--- src/rtl/lfsr_pkg.sv ---
// Shared definitions for the 16-bit XNOR data LFSR (taps 15,14,12,3; shift left, new bit into [0]).
// Used by both the generator and the receive-side checker so the polynomial is defined once.
package lfsr_pkg;

  localparam logic [15:0] LFSR16_TAPS   = 16'hD008;
  localparam logic [15:0] LFSR16_LOCKUP = 16'hFFFF;

  typedef enum logic [1:0] {
    HUNT   = 2'd0,
    VERIFY = 2'd1,
    LOCKED = 2'd2
  } chk_state_t;

  // XNOR feedback: the all-ones register is the only state that maps onto itself.
  function automatic logic lfsr16_next_bit(input logic [15:0] s);
    return ~(^(s & LFSR16_TAPS));
  endfunction

endpackage

--- src/rtl/lfsr16_predictor.sv ---
// Shift register holding the expected LFSR state; exp/lockup are combinational from sr.
// Shifts only when shift_en; sel=1 feeds back its own prediction (flywheel), sel=0 feeds bit_in.
module lfsr16_predictor
  import lfsr_pkg::*;
(
  input  logic CLK,
  input  logic reset,
  input  logic shift_en,
  input  logic sel,
  input  logic bit_in,
  output logic exp,
  output logic lockup
);

  logic [15:0] sr;

  assign exp    = lfsr16_next_bit(sr);
  assign lockup = (sr == LFSR16_LOCKUP);

  always_ff @(posedge CLK or posedge reset) begin
    if (reset) begin
      sr <= '0;
    end else if (shift_en) begin
      sr <= {sr[14:0], sel ? exp : bit_in};
    end
  end

endmodule

--- config.mk ---
export PLATFORM = sky130hd
export DESIGN_NAME = lfsr16_predictor
export DESIGN_NICKNAME = d
export VERILOG_FILES = /design/src/rtl/lfsr_pkg.sv /design/src/rtl/lfsr16_predictor.sv
export SDC_FILE = /design/constraint.sdc
export NUM_CORES = 1
export LEC_CHECK = 0
export ABC_AREA = 0
export BUFFER_PORTS_ARGS = -buffer_cell sky130_fd_sc_hd__buf_2
export CAP_MARGIN = 20
export CORE_AREA = 2 2 39 41
export CTS_BUF_LIST = sky130_fd_sc_hd__clkbuf_16
export DETAILED_ROUTE_END_ITERATION = 8
export DIE_AREA = 0 0 41 43
export PLACE_DENSITY = 0.68
export SYNTH_ARGS = -nofsm -noshare
export SYNTH_HDL_FRONTEND = slang
export SYNTH_SLANG_ARGS = --single-unit
--- constraint.sdc ---
create_clock -name CLK -period 1.65 [get_ports CLK]
set_clock_uncertainty 0.05 [all_clocks]
set_input_delay 0.0825 -clock CLK [delete_from_list [all_inputs] [get_ports CLK]]
set_output_delay 0.0825 -clock CLK [all_outputs]
set_load 0.02 [all_outputs]
== Yosys cells after proc, flatten, opt, wreduce, memory -nomap -nowiden ==
Cells that the tools add are included.
Word-level totals
  flip-flop bits (word level): 16
  latch bits: 0
  bits in writable memories: 0
  bits in read-only memories: 0
  input bits: 5
  output and inout port bits: 2
  word-level logic and storage cells: 5
  memories kept: 0
Operators by class
  add/sub/neg operators: 0
  $mul: 0
  divide/modulo/power cells: 0
  $lt $le $gt $ge: 0
  equality and inequality tests: 1
  shift-type cells: 0
  muxes and demuxes: 1
  bitwise gates (word level): 1
  reductions and logical operators: 1
Operators by type and width (number)
  == test 16 bit, second input constant: 1
  XOR reduction 16 bit: 1
  2-to-1 mux 1 bit: 1
  NOT 1 bit: 1

== Depth between registers and ports, before layout ==
Gate-level depths: netlist of the first run.
  depth in word-level cells: 3
  depth in mapped cells: 4
  gate-level depth less buffers: 4

== Worst setup path before layout of the first run ==
Ideal clock, no wire load.
  path type: register to output
  start: register sr[14]
  end: output port lockup
  arrival time: 1.249 ns
  required time: 1.517 ns
  setup slack: 0.268 ns
  cell stages (with the launch flop): 4
  path buffers: 0
  path through: dfrtp_1 -> ha_1 -> nand4_1 -> nor4_1
On the way
  longest elaborated chain between the ends: 1
RTL lines
  start, declared: line lfsr16_predictor.sv:15  | logic [15:0] sr;
  start signal, assigned: line lfsr16_predictor.sv:24  | sr <= {sr[14:0], sel ? exp : bit_in};
  == test 16 bit: line lfsr16_predictor.sv:18  | assign lockup = (sr == LFSR16_LOCKUP);
  end, declared: line lfsr16_predictor.sv:12  | output logic lockup
Every way passes these cells.

== Worst setup path after layout of the first run ==
Ends and elaborated chain as after synthesis.

==> results of run 1 <==
## area by class of cell
type                       count  area (um^2)  area share (%)
clock buffer                   3         75.1            9.36
clock inverter                 1         3.75           0.468
inverter                       2         7.51           0.936
multi-input combinational     25          255            31.8
sequential                    16          400            49.9
tap                           16         20.0            2.50
timing repair buffer           7         40.0            4.99
## through the flow
| step | utilization [%] | hold WS (ns) | power (mW) | instance area [um^2] | setup slack [ns] |
|---|---|---|---|---|---|
| after detailed placement | 51.5 | 0.115 | 1.27 | 713 | 0.330 |
| after global routing | 58.0 | 0.131 | 1.83 | 802 | 0.00799 |
| after CTS | 58.0 | 0.104 | 1.74 | 802 | 0.155 |
| after floorplan | - | -0.0538 | 1.12 | 673 | 0.268 |
| final | 58.0 | 0.107 | 1.71 | 802 | 0.159 |
| after global placement | 51.5 | 0.0946 | 1.22 | 713 | 0.400 |
## timing repair
item	CTS	global route
endpoints found under the setup margin	0	0
endpoints found under the hold margin	16	0
setup buffers	0	0
hold buffers	1	0
## final timing paths
path	startpoint	endpoint	slack, ns	cells past startpoint
worst max register to register	sr[14]	sr[0]	0.33	4
min in group asynchronous	reset	sr[6]	0.39	3
worst max-delay path	sr[14]	lockup	0.16	4
worst min-delay path	sel	sr[0]	0.11	3
worst min register to register	sr[15]	sr[15]	0.47	1
max in group asynchronous	reset	sr[7]	0.78	3
## cell usage in the layout (no fill, tap or decap)
master and n:
sky130_fd_sc_hd__dlygate4sd3_1 1, sky130_fd_sc_hd__clkinv_1 1, sky130_fd_sc_hd__nand3_1 1, sky130_fd_sc_hd__ha_1 1
sky130_fd_sc_hd__dfrtp_1 16, sky130_fd_sc_hd__clkbuf_16 3, sky130_fd_sc_hd__mux2_2 15, sky130_fd_sc_hd__nor4_1 1
sky130_fd_sc_hd__xnor3_2 1, sky130_fd_sc_hd__buf_2 6, sky130_fd_sc_hd__nand4_1 3, sky130_fd_sc_hd__o21ai_0 1
sky130_fd_sc_hd__nor2b_2 1, sky130_fd_sc_hd__o22ai_1 1, sky130_fd_sc_hd__inv_1 2
## cells in the mapped netlist
cell,count
sky130_fd_sc_hd__dfrtp_1,16
sky130_fd_sc_hd__nand4_1,3
sky130_fd_sc_hd__nor4_1,1
sky130_fd_sc_hd__buf_2,2
sky130_fd_sc_hd__o21ai_0,1
sky130_fd_sc_hd__inv_1,2
sky130_fd_sc_hd__xnor3_2,1
sky130_fd_sc_hd__mux2_2,15
sky130_fd_sc_hd__ha_1,1
sky130_fd_sc_hd__nand3_1,1
sky130_fd_sc_hd__o22ai_1,1
sky130_fd_sc_hd__nor2b_2,1
## tightest hold or removal path: stages
cell and delay (ns):
sky130_fd_sc_hd__buf_2 0.08, sky130_fd_sc_hd__o21ai_0 0.06, sky130_fd_sc_hd__o22ai_1 0.12
## routing by layer
layer	share of wire (%)	global-route usage [%]	vias up
met5	0	0	-
met4	0.93	8.00	0
met3	2.4	6.28	2
met2	51	24.7	4
met1	45	22.5	186
li1	-	-	182
## power by group
| group | switching [mW] | internal (mW) | total, mW |
|---|---|---|---|
| Sequential | 0.166 | 0.594 | 0.760 |
| Clock | 0.135 | 0.320 | 0.455 |
| Combinational | 0.202 | 0.293 | 0.495 |
## cell families (layout without fill, tap and decap cells)
| kind of cell | after synthesis | in the layout | share of synthesized area (%) |
|---|---|---|---|
| compound gates | 2 | 2 | 1.67 |
| xor+xnor | 1 | 1 | 3.53 |
| fa+ha+maj | 1 | 1 | 1.86 |
| buf+inv | 4 | 13 | 2.60 |
| flops | 16 | 16 | 59.5 |
| mux | 15 | 15 | 25.1 |
| simple gates | 6 | 6 | 5.76 |
==> out/metrics.sh, run 1 <==
N_DIODES=0
SYNTH_FP_NETS=51
ROUTE.FINAL.WIRE_LENGTH_UM=1080
INITIAL_DRC_COUNT=2
FLOORPLAN.INITIALDENSITY_PCT=48.6
ANTENNA_VIOLATING_NETS_POST_ROUTE=0
POWER.DENSITY_nW_PER_UM2=2130
YOSYSTOPAREACELLSHARE_PCT=59.5
FLOORPLAN.DIE.HEIGHT_UM=43
SHARE_OF_CELLS_ABOVE_DRIVE_STRENGTH_1_PCT=48.1
GPL.FINAL_WEIGHTED_CONGESTION=0.709
BOUNDARYPINS=7
CTS_HTREE_LEVELS=1
WORST-ENDPOINT-REQUIRED_NS=1.52
FINAL_REPORT_SETUP_VIOLATION_COUNT=0
FINAL_PERIOD_MINUS_WORST_SETUP_SLACK_NS=1.49
SYN-CELL-AREA_UM2=673
CTSROOTBUFFERMASTER='sky130_fd_sc_hd__clkbuf_16'
CORE-AREA_UM2=1380
TIGHTESTPINTRANSITION_NS=0.580
NUMBER_OF_FLIP_FLOPS_UNDER_THE_LARGEST_REGISTER_NAME=16
RUN_STATUS='completed'
FINAL.PERIOD_UTILIZATION_PCT=90.4
CTS_NUM_SINKS=16
ACHIEVABLE-FREQUENCY_GHz=0.671
PLACE.PORT_BUFFERS=6
SETUP_REPAIR_AFTER_GLOBAL_ROUTING_MISSED_ITS_MARGIN='no'
CLOCK_TREE_FROM_TRITONCTS='done'
AVGVIACOUNTPERCELL=5.34
HOLD_VIOL_FINAL=0
YOSYSWARNINGCOUNT=0
LEAKAGE_nW=0.362
CLOCK_TREE.BUFFER_DEPTH=2
WORSTPATHCELLLIST='ha_1 -> nand4_1 -> nor4_1 -> buf_2'
END_KIND='output pin'
WORST_SETUP_HOLD_PATH_CLK_SLEW_NS=0.05
FIRST_GLOBAL_VIAS=392
CRITPATHLAUNCHTYPE='flip-flop'
CTS-RESIZED-GATES=0
TIMING.CRITICAL_PATH.BUF_INV=1
MAX_SLEW_VIOLATION_COUNT=0
DRV_CAP=0
WORST_IR_DROP_VDD_mV=1.33
GRT_FIRST_PASS_WIRELENGTH_UM=1930
SLEW_HEADROOM_PCT=61.3
DR_TOTAL_VIAS=374
REG_TOP3='sr: 16 flops'
POST_SYNTH.CELL_AREA_AVG_UM2=15.0
GRT_START_MAX_NET_PINS=18
N_FILL_CELL=120
NETLIST_INSTANCES=45
AREA_ADDED_BETWEEN_SYNTHESIS_AND_FINISH_PCT=19.1
YOSYS_REGISTER_BITS=16
DRTPASS1ITERATIONS=2
DP_CELLS=65
SYNTH_TOP_CELLS_BY_AREA='sky130_fd_sc_hd__dfrtp_1, sky130_fd_sc_hd__mux2_2, sky130_fd_sc_hd__xnor3_2'
STDCELL_COUNT=70
MAX_STAGE_DELAY_ON_CRIT_PATH_NS=0.37
SYNTHDOMINANTAREACELLTYPE='sky130_fd_sc_hd__dfrtp_1'
TIMING.SETUP.TNS_NS=0
LARGEST-REGISTER='sr'
ANTENNA_FOUND_INITIAL=0
CTS_MADE_BUFFERS=3
TIMING.CRITICAL_PATH.MAX_DELAY_FAMILY='flip-flops'
CRITICAL_PATH_MAXIMUM_FANOUT=3
PATH_CLASS='reg2out'
FLOORPLAN.DIE_AREA_UM2=1760
GRT_OVERFLOW_TOTAL=0
ROUTE.DETAILED.DRC=0
HOLD_PATH_CLASS='in2reg'
LAYOUT.NETS=61
FLOORPLAN.DIE.WIDTH_UM=41
SYNTH_CELL_TYPE_COUNT=12
SEQ_AREA_FRAC_SYNTH_PCT=59.5
ROWS=14
WL_PER_CELL_UM=15.4
TIMING.CRITICAL_PATH.ARRIVAL_NS=1.36
WORST_PATH_MAX_DELAY_CELL='sky130_fd_sc_hd__dfrtp_1'
GROUTE.USAGE.OVERALL_PCT=17.2
INSERTION_DELAY_NS=0.24
(Power assumes the default switching activity.)
==> run 2: changes to the inputs <==
Settings changed: CTS_BUF_LIST sky130_fd_sc_hd__clkbuf_16 to sky130_fd_sc_hd__clkbuf_8.
==> run 2 against run 1 <==
First-iteration DRC count decreased by 100%. Non-clock buffer count unchanged. Sequential cell count unchanged. Combinational power about the same. Critical path depth decreased by 1. Via count increased by 0.27%. Global-route usage decreased by 1.2 points. Core utilization decreased by 1.3 points. Total power decreased by 6.9%. Clock power decreased by 26%. Sequential power about the same. Fmax increased by 0.25%.
==> out/metrics.sh, run 2 (synthesis gave the netlist of run 1 again) <==
END_KIND='output pin'  # unchanged
ANTENNA_FOUND_INITIAL=0  # unchanged
GPL.FINAL_WEIGHTED_CONGESTION=0.709  # unchanged
FLOORPLAN.INITIALDENSITY_PCT=48.6  # unchanged
GROUTE.USAGE.OVERALL_PCT=16.0  # was 17.2%
WORST_IR_DROP_VDD_mV=1.32  # was 1.33 mV
FINALPOWER_mW=1.59  # was 1.71 mW
CTS_HTREE_LEVELS=1  # unchanged
STDCELL_COUNT=70  # unchanged
FINAL.HOLD.WORST_SLACK_NS=0.103  # was 0.107 ns
NUMBER_OF_FLIP_FLOPS_UNDER_THE_LARGEST_REGISTER_NAME=16  # unchanged
WORST_SETUP_HOLD_PATH_CLK_SLEW_NS=0.06  # was 0.05 ns
ROUTE.FINAL.WIRE_LENGTH_UM=1040  # was 1080 um
DRTPASS1ITERATIONS=1  # was 2
CRITPATHLAUNCHTYPE='flip-flop'  # unchanged
RUN_STATUS='completed'  # unchanged
WORST_PATH_MAX_DELAY_CELL='sky130_fd_sc_hd__dfrtp_1'  # unchanged
CLOCK_TREE.BUFFER_DEPTH=2  # unchanged
FLOORPLAN.DIE_AREA_UM2=1760  # unchanged
FINAL.PERIOD_UTILIZATION_PCT=90.2  # was 90.4%
MAX_STAGE_DELAY_ON_CRIT_PATH_NS=0.39  # was 0.37 ns
FIRST_GLOBAL_VIAS=383  # was 392
PLACE.PORT_BUFFERS=6  # unchanged
DESIGN_AREA_UM2=785  # was 802 um^2
DP_CELLS=65  # unchanged
WORST-ENDPOINT-REQUIRED_NS=1.52  # about the same
MAX_SLEW_VIOLATION_COUNT=0  # unchanged
ACHIEVABLE-FREQUENCY_GHz=0.672  # was 0.671 GHz
CTS_MADE_BUFFERS=3  # unchanged
GRT_OVERFLOW_TOTAL=0  # unchanged
FINAL_REPORT_SETUP_VIOLATION_COUNT=0  # unchanged
REG_TOP3='sr: 16 flops'  # unchanged
POWER.DENSITY_nW_PER_UM2=2030  # was 2130 nW/um^2
PLACEMENT.CELL_AREA_UM2=713  # unchanged
MOSTFREQUENTLAYOUTCELLS='sky130_fd_sc_hd__dfrtp_1, sky130_fd_sc_hd__mux2_2, sky130_fd_sc_hd__buf_2, sky130_fd_sc_hd__clkbuf_8, sky130_fd_sc_hd__nand4_1'  # was sky130_fd_sc_hd__dfrtp_1, sky130_fd_sc_hd__mux2_2, sky130_fd_sc_hd__buf_2, sky130_fd_sc_hd__nand4_1, sky130_fd_sc_hd__clkbuf_16
CORE-AREA_UM2=1380  # unchanged
SHARE_OF_CELLS_ABOVE_DRIVE_STRENGTH_1_PCT=51.9  # was 48.1%
LEAKAGE_nW=0.352  # was 0.362 nW
BOUNDARYPINS=7  # unchanged
HOLD_VIOL_FINAL=0  # unchanged
LARGEST-REGISTER='sr'  # unchanged
INITIAL_DRC_COUNT=0  # was 2
GRT_FIRST_PASS_WIRELENGTH_UM=1810  # was 1930 um
N_DIODES=0  # unchanged
TIMING.CRITICAL_PATH.BUF_INV=1  # unchanged
ROWS=14  # unchanged
CTSROOTBUFFERMASTER='sky130_fd_sc_hd__clkbuf_8'  # was sky130_fd_sc_hd__clkbuf_16
COMBPWRFRAC_PCT=31.3  # was 29.0%
LAYOUT.NETS=61  # unchanged
DRV_CAP=0  # unchanged
AREA_ADDED_BETWEEN_SYNTHESIS_AND_FINISH_PCT=16.5  # was 19.1%
CRITICAL_PATH_MAXIMUM_FANOUT=3  # unchanged
CLOCK_TREE_FROM_TRITONCTS='done'  # unchanged
FINAL_PERIOD_MINUS_WORST_SETUP_SLACK_NS=1.49  # about the same
INSERTION_DELAY_NS=0.24  # about the same
POWER_FRAC_SEQ_PCT=47.6  # was 44.4%
TIMING.CRITICAL_PATH.MAX_DELAY_FAMILY='flip-flops'  # unchanged
CELL_INTERNAL_PWR_mW=1.10  # was 1.21 mW
SETUP_REPAIR_AFTER_GLOBAL_ROUTING_MISSED_ITS_MARGIN='no'  # unchanged
TIMING.CRITICAL_PATH.ARRIVAL_NS=1.36  # about the same
HOLD_PATH_CLASS='in2reg'  # unchanged
POWER.SWITCHING_FRACTION_PCT=31.0  # was 29.4%
ANTENNA_VIOLATING_NETS_POST_ROUTE=0  # unchanged
PATH_CLASS='reg2out'  # unchanged
TIMING.SETUP.TNS_NS=0  # unchanged
FLOORPLAN.DIE.HEIGHT_UM=43  # unchanged
MOSTFREQUENTLAYOUTCELL='sky130_fd_sc_hd__dfrtp_1'  # unchanged
SLEW_HEADROOM_PCT=62.0  # was 61.3%
DR_TOTAL_VIAS=375  # was 374
WL_PER_CELL_UM=14.9  # was 15.4 um
WORSTPATHCELLLIST='ha_1 -> xnor3_2 -> buf_2'  # was ha_1 -> nand4_1 -> nor4_1 -> buf_2
CTS_NUM_SINKS=16  # unchanged
SWITCHINGPOWER_uW=493  # was 503 uW
TIGHTESTPINTRANSITION_NS=0.570  # was 0.580 ns
AVGVIACOUNTPERCELL=5.36  # was 5.34
FLOORPLAN.DIE.WIDTH_UM=41  # unchanged
CLOCKPOWERSHARE_PCT=21.1  # was 26.6%
GRT_START_MAX_NET_PINS=18  # unchanged
ROUTE.DETAILED.DRC=0  # unchanged
## run 2: cell types whose count changed in the layout (fill, tap and decap cells not counted)
| cell | delta |
|---|---|
| sky130_fd_sc_hd__nor4_1 | -1 |
| sky130_fd_sc_hd__clkbuf_8 | +4 |
| sky130_fd_sc_hd__nor4_2 | +1 |
| sky130_fd_sc_hd__clkinv_1 | -1 |
| sky130_fd_sc_hd__clkbuf_16 | -3 |
## run 2: final timing paths
path / startpoint / endpoint / slack, ns / depth (start not counted)
max in group asynchronous: reset / sr[11] / 0.80 / 3
setup reg to reg: sr[14] / sr[0] / 0.33 / 4
hold reg to reg: sr[15] / sr[15] / 0.48 / 1
min in group asynchronous: reset / sr[5] / 0.38 / 3
setup / recovery: sr[14] / exp / 0.16 / 3
hold / removal: sel / sr[0] / 0.10 / 3
## run 2: tightest hold or removal path: stages
cell	delay (ns)
sky130_fd_sc_hd__buf_2	0.08
sky130_fd_sc_hd__o21ai_0	0.06
sky130_fd_sc_hd__o22ai_1	0.12
## run 2: layout make-up
type | instances | area [um^2]
multi-input combinational | 25 | 262
clock buffer | 4 | 55.1
fill | 129 | 599
tap | 16 | 20.0
sequential | 16 | 400
timing repair buffer | 7 | 40.0
inverter | 2 | 7.51
## run 2: metal layers
| layer | up-vias | wire length, um | GRT usage (%) |
|---|---|---|---|
| met1 | 184 | 442 | 22.3 |
| met5 | - | 0 | 0 |
| met2 | 6 | 541 | 23.1 |
| li1 | 181 | - | - |
| met3 | 4 | 31 | 3.14 |
| met4 | 0 | 24 | 8.00 |
## run 2: through the flow
stage / setup WS [ns] / util (%)
floorplan: 0.268 / -
CTS: 0.150 / 56.2
global placement: 0.400 / 51.5
global route: 0.0422 / 56.7
detailed placement: 0.330 / 51.5
finish: 0.162 / 56.7
## run 2: power groups by stage
stage	Clock (mW)	Sequential, mW	Combinational (mW)
6_report	0.336	0.757	0.498
5_1_grt	0.362	0.792	0.545
3_3_place_gp	0	0.739	0.480
4_1_cts	0.342	0.761	0.506
2_1_floorplan	0	0.702	0.415
3_5_place_dp	0	0.770	0.504
## run 2: what timing repair did
action | in CTS | in global routing
gates resized for setup | 0 | 1
hold endpoints to repair | 16 | 0
setup buffers | 0 | 0
setup endpoints to repair | 0 | 1
hold buffers | 1 | 0
